`config.mk`:
```
export PLATFORM = sky130hd
export DESIGN_NAME = dbg_host_bridge
export DESIGN_NICKNAME = d
export VERILOG_FILES = /design/src/rtl/dbg_bridge_pkg.sv /design/src/rtl/dbg_host_bridge.sv
export SDC_FILE = /design/constraint.sdc
export NUM_CORES = 1
export LEC_CHECK = 0
export ABC_CLOCK_PERIOD_IN_PS = 6100
export CAP_MARGIN = 20
export CORE_MARGIN = 4
export CORE_UTILIZATION = 53
export DETAILED_ROUTE_END_ITERATION = 7
export GPL_TIMING_DRIVEN = 0
export PLACE_DENSITY = 0.84
export SYNTH_ARGS = -nofsm -noshare
export SYNTH_HDL_FRONTEND = slang
export SYNTH_SLANG_ARGS = --single-unit
export TNS_END_PERCENT = 20
```
`constraint.sdc`:
```
create_clock -name clk_i -period 6.1 [get_ports clk_i]
set_input_delay 0.915 -clock clk_i [delete_from_list [all_inputs] [get_ports clk_i]]
set_output_delay 0.915 -clock clk_i [all_outputs]
set_load 0.02 [all_outputs]
```
`src/rtl/dbg_bridge_pkg.sv`:
```
// Shared types and constants for the host-side debug command bridge.
// The DBG_TIMEOUT_EN build adds a WAIT-state watchdog to dbg_host_bridge.
package dbg_bridge_pkg;

  typedef enum logic [2:0] {
    ST_RX_CMD  = 3'd0,
    ST_RX_ADDR = 3'd1,
    ST_RX_DATA = 3'd2,
    ST_WAIT    = 3'd3,
    ST_TX      = 3'd4
  } state_t;

  localparam logic [7:0] DBG_ST_OK      = 8'h00;
  localparam logic [7:0] DBG_ST_NOP     = 8'h01;
  localparam logic [7:0] DBG_ST_TIMEOUT = 8'hEE;
  localparam logic [7:0] DBG_CMD_NOP    = 8'h00;

  localparam int REQ_BYTES = 9;
  localparam int RSP_BYTES = 5;

  // Index of the last byte in a 4-byte request field and in the response frame.
  localparam logic [2:0] FIELD_LAST = 3'(((REQ_BYTES - 1) / 2) - 1);
  localparam logic [2:0] RSP_LAST   = 3'(RSP_BYTES - 1);

endpackage

```
`src/rtl/dbg_host_bridge.sv`:
```
// Host byte-stream to debug command port bridge: 9-byte request in, 5-byte response out.
// Optional macro DBG_TIMEOUT_EN bounds the wait for dbg_ready_i to TIMEOUT_CYCLES.
module dbg_host_bridge
  import dbg_bridge_pkg::*;
#(
  parameter int TIMEOUT_CYCLES = 1024
)
(
  input  logic        clk_i,
  input  logic        rst_i,
  input  logic [7:0]  rx_data_i,
  input  logic        rx_valid_i,
  output logic        rx_ready_o,
  output logic [7:0]  tx_data_o,
  output logic        tx_valid_o,
  input  logic        tx_ready_i,
  output logic [7:0]  dbg_cmd_o,
  output logic [31:0] dbg_addr_o,
  output logic [31:0] dbg_data_o,
  input  logic [31:0] dbg_data_i,
  input  logic        dbg_ready_i,
  output logic        busy_o
);

  state_t      state_r;
  state_t      state_next_s;
  logic [2:0]  cnt_r;
  logic [7:0]  cmd_r;
  logic [7:0]  dbg_cmd_r;
  logic [31:0] addr_r;
  logic [31:0] data_r;
  logic [39:0] rsp_r;
  logic        rx_ready_r;
  logic        tx_valid_r;
  logic        busy_r;
  logic        rx_acc_s;
  logic        tx_acc_s;
  logic        ready_hit_s;
  logic        timeout_hit_s;

`ifdef DBG_TIMEOUT_EN
  localparam int TMO_W = $clog2(TIMEOUT_CYCLES);
  localparam logic [TMO_W-1:0] TMO_LAST = TMO_W'(TIMEOUT_CYCLES - 1);
  logic [TMO_W-1:0] wait_cnt_r;
`endif

  assign rx_ready_o = rx_ready_r;
  assign tx_valid_o = tx_valid_r;
  assign tx_data_o  = rsp_r[7:0];
  assign dbg_cmd_o  = dbg_cmd_r;
  assign dbg_addr_o = addr_r;
  assign dbg_data_o = data_r;
  assign busy_o     = busy_r;

  // FSM state register.
  always_ff @(posedge clk_i or posedge rst_i) begin
    if (rst_i) begin
      state_r <= ST_RX_CMD;
    end else begin
      state_r <= state_next_s;
    end
  end

  // Next-state decode and handshake qualification.
  always_comb begin
    state_next_s  = state_r;
    rx_acc_s      = rx_valid_i & rx_ready_r;
    tx_acc_s      = tx_valid_r & tx_ready_i;
    ready_hit_s   = 1'b0;
    timeout_hit_s = 1'b0;
    case (state_r)
      ST_RX_CMD: begin
        if (rx_acc_s) begin
          state_next_s = ST_RX_ADDR;
        end else begin
          state_next_s = ST_RX_CMD;
        end
      end
      ST_RX_ADDR: begin
        if (rx_acc_s && (cnt_r == FIELD_LAST)) begin
          state_next_s = ST_RX_DATA;
        end else begin
          state_next_s = ST_RX_ADDR;
        end
      end
      ST_RX_DATA: begin
        if (rx_acc_s && (cnt_r == FIELD_LAST)) begin
          if (cmd_r == DBG_CMD_NOP) begin
            state_next_s = ST_TX;
          end else begin
            state_next_s = ST_WAIT;
          end
        end else begin
          state_next_s = ST_RX_DATA;
        end
      end
      ST_WAIT: begin
        // cnt_r stays 0 only in the first WAIT cycle, where dbg_ready_i is ignored.
        if ((cnt_r != 3'd0) && dbg_ready_i) begin
          ready_hit_s  = 1'b1;
          state_next_s = ST_TX;
        end
`ifdef DBG_TIMEOUT_EN
        else if (wait_cnt_r == TMO_LAST) begin
          timeout_hit_s = 1'b1;
          state_next_s  = ST_TX;
        end
`endif
        else begin
          state_next_s = ST_WAIT;
        end
      end
      ST_TX: begin
        if (tx_acc_s && (cnt_r == RSP_LAST)) begin
          state_next_s = ST_RX_CMD;
        end else begin
          state_next_s = ST_TX;
        end
      end
      default: begin
        state_next_s = ST_RX_CMD;
      end
    endcase
  end

  // Frame assembly, command issue, response capture and registered stream flags.
  always_ff @(posedge clk_i or posedge rst_i) begin
    if (rst_i) begin
      cnt_r      <= 3'd0;
      cmd_r      <= 8'h00;
      dbg_cmd_r  <= 8'h00;
      addr_r     <= 32'h0000_0000;
      data_r     <= 32'h0000_0000;
      rsp_r      <= 40'h00_0000_0000;
      rx_ready_r <= 1'b0;
      tx_valid_r <= 1'b0;
      busy_r     <= 1'b0;
    end else begin
      if (state_next_s != state_r) begin
        cnt_r <= 3'd0;
      end else if ((state_r == ST_RX_ADDR || state_r == ST_RX_DATA) && rx_acc_s) begin
        cnt_r <= cnt_r + 3'd1;
      end else if (state_r == ST_TX && tx_acc_s) begin
        cnt_r <= cnt_r + 3'd1;
      end else if (state_r == ST_WAIT && cnt_r == 3'd0) begin
        cnt_r <= 3'd1;
      end

      if (state_r == ST_RX_CMD && rx_acc_s) begin
        cmd_r <= rx_data_i;
      end
      // Little-endian fields: each new byte enters at the top and slides down.
      if (state_r == ST_RX_ADDR && rx_acc_s) begin
        addr_r <= {rx_data_i, addr_r[31:8]};
      end
      if (state_r == ST_RX_DATA && rx_acc_s) begin
        data_r <= {rx_data_i, data_r[31:8]};
      end

      if (state_r == ST_RX_DATA && state_next_s == ST_WAIT) begin
        dbg_cmd_r <= cmd_r;
      end else if (state_r == ST_WAIT && state_next_s == ST_TX) begin
        dbg_cmd_r <= DBG_CMD_NOP;
      end

      if (ready_hit_s) begin
        rsp_r <= {dbg_data_i, DBG_ST_OK};
      end else if (timeout_hit_s) begin
`ifdef DBG_TIMEOUT_EN
        rsp_r <= {32'h0000_0000, DBG_ST_TIMEOUT};
`else
        rsp_r <= rsp_r;
`endif
      end else if (state_r == ST_RX_DATA && state_next_s == ST_TX) begin
        rsp_r <= {32'h0000_0000, DBG_ST_NOP};
      end else if (tx_acc_s) begin
        rsp_r <= {8'h00, rsp_r[39:8]};
      end

      rx_ready_r <= (state_next_s == ST_RX_CMD) || (state_next_s == ST_RX_ADDR) ||
                    (state_next_s == ST_RX_DATA);
      tx_valid_r <= (state_next_s == ST_TX);
      busy_r     <= (state_next_s != ST_RX_CMD);
    end
  end

`ifdef DBG_TIMEOUT_EN
  // WAIT-cycle watchdog; restarts whenever WAIT is left.
  always_ff @(posedge clk_i or posedge rst_i) begin
    if (rst_i) begin
      wait_cnt_r <= '0;
    end else if (state_r == ST_WAIT && state_next_s == ST_WAIT) begin
      wait_cnt_r <= wait_cnt_r + 1'b1;
    end else begin
      wait_cnt_r <= '0;
    end
  end
`endif

endmodule

```
# [Word-level counts from Yosys, hierarchy flattened]
# Cells that the tools add are included.
[word_totals] ff_bits=129 out_inout_bits=83 word_cells=66
[classes] n_addsub=1 eq_ne=11 muxes=18 bitwise=2 reduce_logical=24
[op_table] cell="$mux 40" count=3
[op_table] cell="$mux 3" count=8
[op_table] cell="$mux 8" count=2
[op_table] cell="$eq 3x2->1 const B" count=5
[op_table] cell="$pmux 3 s5" count=1
[op_table] cell="$logic_and 1x1->1" count=12
[op_table] cell="$eq 3x3->1 const B" count=3
[op_table] cell="$logic_not 3->1" count=3
[op_table] cell="$reduce_bool 3->1" count=3
[op_table] cell="$logic_not 8->1" count=1
[op_table] cell="$eq 3x1->1 const B" count=2
[op_table] cell="$reduce_bool 4->1" count=1
[op_table] cell="$add 3x1->3 const B" count=1
[op_table] cell="$logic_or 1x1->1" count=3
[op_table] cell="$mux 1" count=3
[op_table] cell="$ne 3x3->1" count=1
[op_table] cell="$and 1x1->1" count=2
[op_table] cell="$mux 2" count=1
[op_table] cell="$reduce_bool 2->1" count=1

# [Longest topological paths before layout]
[logic_depth] depth_word=8 mapped_depth=8

# [Worst setup path before layout]
# OpenSTA, ideal clock, no wires.
[synth_path] kind="input-to-reg" start="in tx_ready_i" end="reg rsp_r[10]" arrival_ns=1.991 setup_slack_ns=3.973 stages=5 n_path_buf=2 cell_sequence="and2_1 -> clkbuf_1 -> buf_1 -> mux2i_1 -> o21ai_0"
[synth_via] elab_chain_len=8
[synth_lines] item="start, declared" line="dbg_host_bridge.sv:16" text="input logic tx_ready_i,"
[synth_lines] item="$and 1x1->1 *" line="dbg_host_bridge.sv:68" text="tx_acc_s = tx_valid_r & tx_ready_i;"
[synth_lines] item="$logic_and 1x1->1" line="dbg_host_bridge.sv:114" text="if (tx_acc_s && (cnt_r == RSP_LAST)) begin"
[synth_lines] item="$mux 3" line="dbg_host_bridge.sv:114"
[synth_lines] item="$pmux 3 s5" line="dbg_host_bridge.sv:71" text="case (state_r)"
[synth_lines] item="$eq 3x3->1" line="dbg_host_bridge.sv:174" text="end else if (state_r == ST_RX_DATA && state_next_s == ST_TX) begin"
[synth_lines] item="$logic_and 1x1->1" line="dbg_host_bridge.sv:174"
[synth_lines] item="$mux 40" line="dbg_host_bridge.sv:174"
[synth_lines] item="$mux 40" line="dbg_host_bridge.sv:166" text="if (ready_hit_s) begin"
[synth_lines] item="end signal, assigned" line="dbg_host_bridge.sv:167" text="rsp_r <= {dbg_data_i, DBG_ST_OK};"
[synth_lines] item="end signal, assigned" line="dbg_host_bridge.sv:175" text="rsp_r <= {32'h0000_0000, DBG_ST_NOP};"
[synth_lines] item="end signal, assigned" line="dbg_host_bridge.sv:177" text="rsp_r <= {8'h00, rsp_r[39:8]};"
[synth_lines] item="end, declared" line="dbg_host_bridge.sv:32" text="logic [39:0] rsp_r;"
# Every way passes the cells marked *; elsewhere a longest branch is shown, timed or not.
# A chain may end at the register's enable or synchronous reset.

# [Final worst setup path]
[layout_path] start="in tx_ready_i" end="reg rsp_r[24]"
# Same word-level chain as after synthesis.

==> results summary <==
The flow ran to the end, and the final reports show no timing, DRC or antenna violations. The number of hold violations in the final report came out at 0. Setup repair after global routing left no endpoint under its margin.

The largest clock skew in the final design is 0.00849 ns. The class of the tightest hold or removal check is flip-flop to flip-flop. The number of top-level pins came out at 128. The classification of the worst setup path is input pin to flip-flop. Of the total synthesized cell area, the portion taken by XOR and XNOR cells is 0.163%. The largest incremental delay on the critical path is 0.59 ns. Synthesis instantiated 40 different standard cells from the library. The height of the die came out at 109 µm. The total area of sequential cells is 3230 µm².

The share of the synthesized area in compound gates (AO/OA/AOI/OAI) is 7.74%. The leakage power of the design came out at 3.13 nW. The final layout contains 613 nets. The mux cell area share after synthesis is 19.9%. The number of buffers inserted to repair setup after CTS is 0. The reg-to-reg setup timing slack came out at 3.93 ns. Dividing the detail-routed wire length by the instance count gives 17.7 µm.

After detailed routing, the number of remaining DRC violations is 0. Summed over all layers, the global routing overflow is 0. The critical path buffer and inverter count is 3. The initial antenna violation count came out at 0. The most used flip-flop cell after synthesis is dfrtp_1. The count of fill cells added during filler insertion is 644.

After synthesis, the largest family of logic cells by area is multiplexers. After Yosys synthesis, full adders, half adders and majority gates account for 0.697% of the synthesized area. The number of cells on the worst hold path came out at 1. The count of buffers from port buffering came out at 127.

The die extent in x came out at 109 µm. The data required time of the worst path is 6.45 ns. The endpoint arrival time on the critical path is 2.83 ns. The number of enable flip-flop cells after synthesis is 0. At the pin with the least slew margin, the transition time is 0.754 ns. The final critical-path setup slack is 3.62 ns. The number of cells on the worst reg-to-reg path is 7. The TritonCTS clock tree is done. The H-tree depth came out at 4. The initial cell density of the core came out at 54.8%. The power density over cell area came out at 508 nW/µm².

The cell count after synthesis came out at 418. The final antenna-violating net count is 0. The multi-input combinational cells in the finished layout cover a total of 1980 µm². Clock tree synthesis selected as its root buffer the cell clkbuf_8. The sink count of the clock tree is 129. By count the netlist is led by dfrtp_1 (129), mux2_2 (68), nand2_1 (60). The register bit total from synthesis came out at 129.

Entering global routing, the biggest net connects 71 pins. The final setup TNS is 0 ns. The share of flip-flops with an asynchronous set or reset after synthesis is 100%. In this run, placement finished with an instance count of 679. The worst slack at placement is 3.13 ns. The estimated wirelength of the detail-placed design is 9290 µm. The time the final worst path needs with I/O delays and setup came out at 2.48 ns. The critical path's slowest cell is buf_1. The number of buffers added by the clock tree synthesis step is 17.

The total wire length came out at 12600 µm. The count of max-cap constraint violations came out at 0. The final non-filler cell total came out at 711. The launch instance of the worst min-delay path is dbg_data_o[0].

The count of standard-cell rows is 36. Relative to the synthesized area, the layout overhead comes to 37.7%. The via count is 3902.

In the post-synthesis netlist, the cell with the most instances is dfrtp_1. The mapped cell area is 5390 µm². For this run, the register share of the synthesized area comes to 59.9%. The global-route wire length before repair is 20700 µm. After synthesis, the cell types taking the most area are dfrtp_1 (60%), mux2_2 (14%), mux2i_1 (4.6%). In this run the critical register-to-register path is captured at rsp_r[8]. Summed over all instances, the cell type with the most area after synthesis is dfrtp_1. The area share of the largest cell type after synthesis is 59.9%. The via count of the first global-routing pass came out at 4056. The max-slew violation count came out at 0. The first routing iteration left 206 violations.

The worst hold path terminates at dbg_data_o[0]. The critical path goes through clkdlybuf4s50_1 > and2_1 > clkbuf_1 > buf_1 > mux2i_1 > o21ai_0. Of the total synthesized cell area, the portion taken by AND, OR, NAND and NOR gates is 8.29%.

The ratio of final minimum period to clock period came out at 40.6%. The final weighted congestion in routability-driven placement came out at 0.833. The worst setup path is captured at a flip-flop. The total of endpoints with negative setup slack in the final report is 0. The clock slew seen by the registers of the worst setup and hold paths is 0.06 ns. The startpoint of the worst-slack reg-to-reg timing path is cnt_r[1].

The worst relative slew slack is 49.4%. The post-synthesis area per instance came out at 12.9 µm². The longest clock path from root to sink contains 2 buffers. The total of warnings raised by yosys is 0. The insertion delay to the later sink of the worst-skew pair came out at 0.49 ns. The share of final-layout standard cells stronger than drive strength 1 came out at 21.3%.

For this design, the CTS-stage hold fixing added 0 buffers. Of all nets on the critical path, the largest fanout is 10. Using the TritonRoute via totals, the vias-per-cell ratio works out to 5.49. The first detailed-routing pass ran for 4 iterations. STA classifies the critical path startpoint as an input pin. The count of antenna diodes in the layout came out at 0. The floorplan die area is 11800 µm². The maximum frequency from static timing analysis came out at 403 MHz. The net count after synthesis came out at 466. The family with the most delay on the worst path is buffers and inverters. The largest vdd supply drop is 323 µV. The region available for standard cell placement spans 9820 µm². Across every metal layer, demand over resource in global routing totals 22.4%. In this run, post-CTS repair resized a total of 0 instances.
[routing by layer]
layer | routed length [µm] | track usage (%) | share of wire, % | up-vias
li1 | - | - | - | 1793
met1 | 5330 | 29.8 | 42 | 1990
met3 | 436 | 3.43 | 3.5 | 14
met2 | 6680 | 38.5 | 53 | 105
met5 | 0 | 0 | 0 | -
met4 | 143 | 6.22 | 1.1 | 0
[power by group]
part	internal (W)	switching, W	total [W]
combinational	0.000739	0.000664	0.00140
sequential	0.00118	0.000247	0.00143
clock	0.000558	0.000377	0.000935
total	0.00248	0.00129	0.00377
[sequential cells by signal, indices dropped and copies added (netlist names)]
| register | cells |
|---|---|
| dbg_addr_o | 32 |
| cmd_r | 8 |
| tx_valid_o | 1 |
| rx_ready_o | 1 |
| state_r | 3 |
| dbg_cmd_o | 8 |
| rsp_r | 40 |
| busy_o | 1 |
| dbg_data_o | 32 |
| cnt_r | 3 |
[worst max path at each step]
stage               startpoint      endpoint  cells after the start
CTS                   rsp_r[2]  tx_data_o[2]                      2
global placement         rst_i     rsp_r[35]                      2
finish              tx_ready_i     rsp_r[24]                      6
global route        rx_valid_i      rsp_r[8]                      6
floorplan                rst_i        busy_o                      1
detailed placement  tx_ready_i     rsp_r[24]                      6
[metrics by stage]
step | hold WS, ns | utilization [%] | cell area [µm²] | total power (W)
6_report | 0.484 | 75.5 | 7410 | 0.00377
4_1_cts | 0.488 | 75.5 | 7410 | 0.00379
2_1_floorplan | 0.493 | - | 5390 | 0.00222
5_1_grt | 0.503 | 75.5 | 7410 | 0.00396
3_3_place_gp | 0.467 | 69.5 | 6820 | 0.00276
3_5_place_dp | 0.474 | 69.8 | 6860 | 0.00284
[final cells by class]
cell class,instances,share of cell area (%)
Sequential cell,129,43.5
Multi-Input combinational cell,253,26.7
Timing Repair Buffer,128,17.5
Clock buffer,19,5.82
Tap cell,133,2.24
Buffer,31,2.11
Clock inverter,13,1.72
Inverter,5,0.321
[kinds of logic after synthesis]
family / Yosys count
flip-flops: 129
multiplexers: 98
AND/OR/NAND/NOR: 88
AO/OA/AOI/OAI: 63
buffers and inverters: 36
adder cells (fa/ha/maj): 3
XOR/XNOR: 1
[layout by cell type (no fill, tap or decap), drive strengths merged, types with 8 or more instances in the layout]
cell,synthesis,routed
o21ai,34,34
mux2i,25,25
dfrtp,129,129
a21oi,9,9
clkdlybuf4s50,0,127
nand2,60,60
mux2,73,73
clkbuf,13,32
a32o,8,8
buf,18,19
inv,5,9
Note: power is estimated with default switching activity, not from simulation.
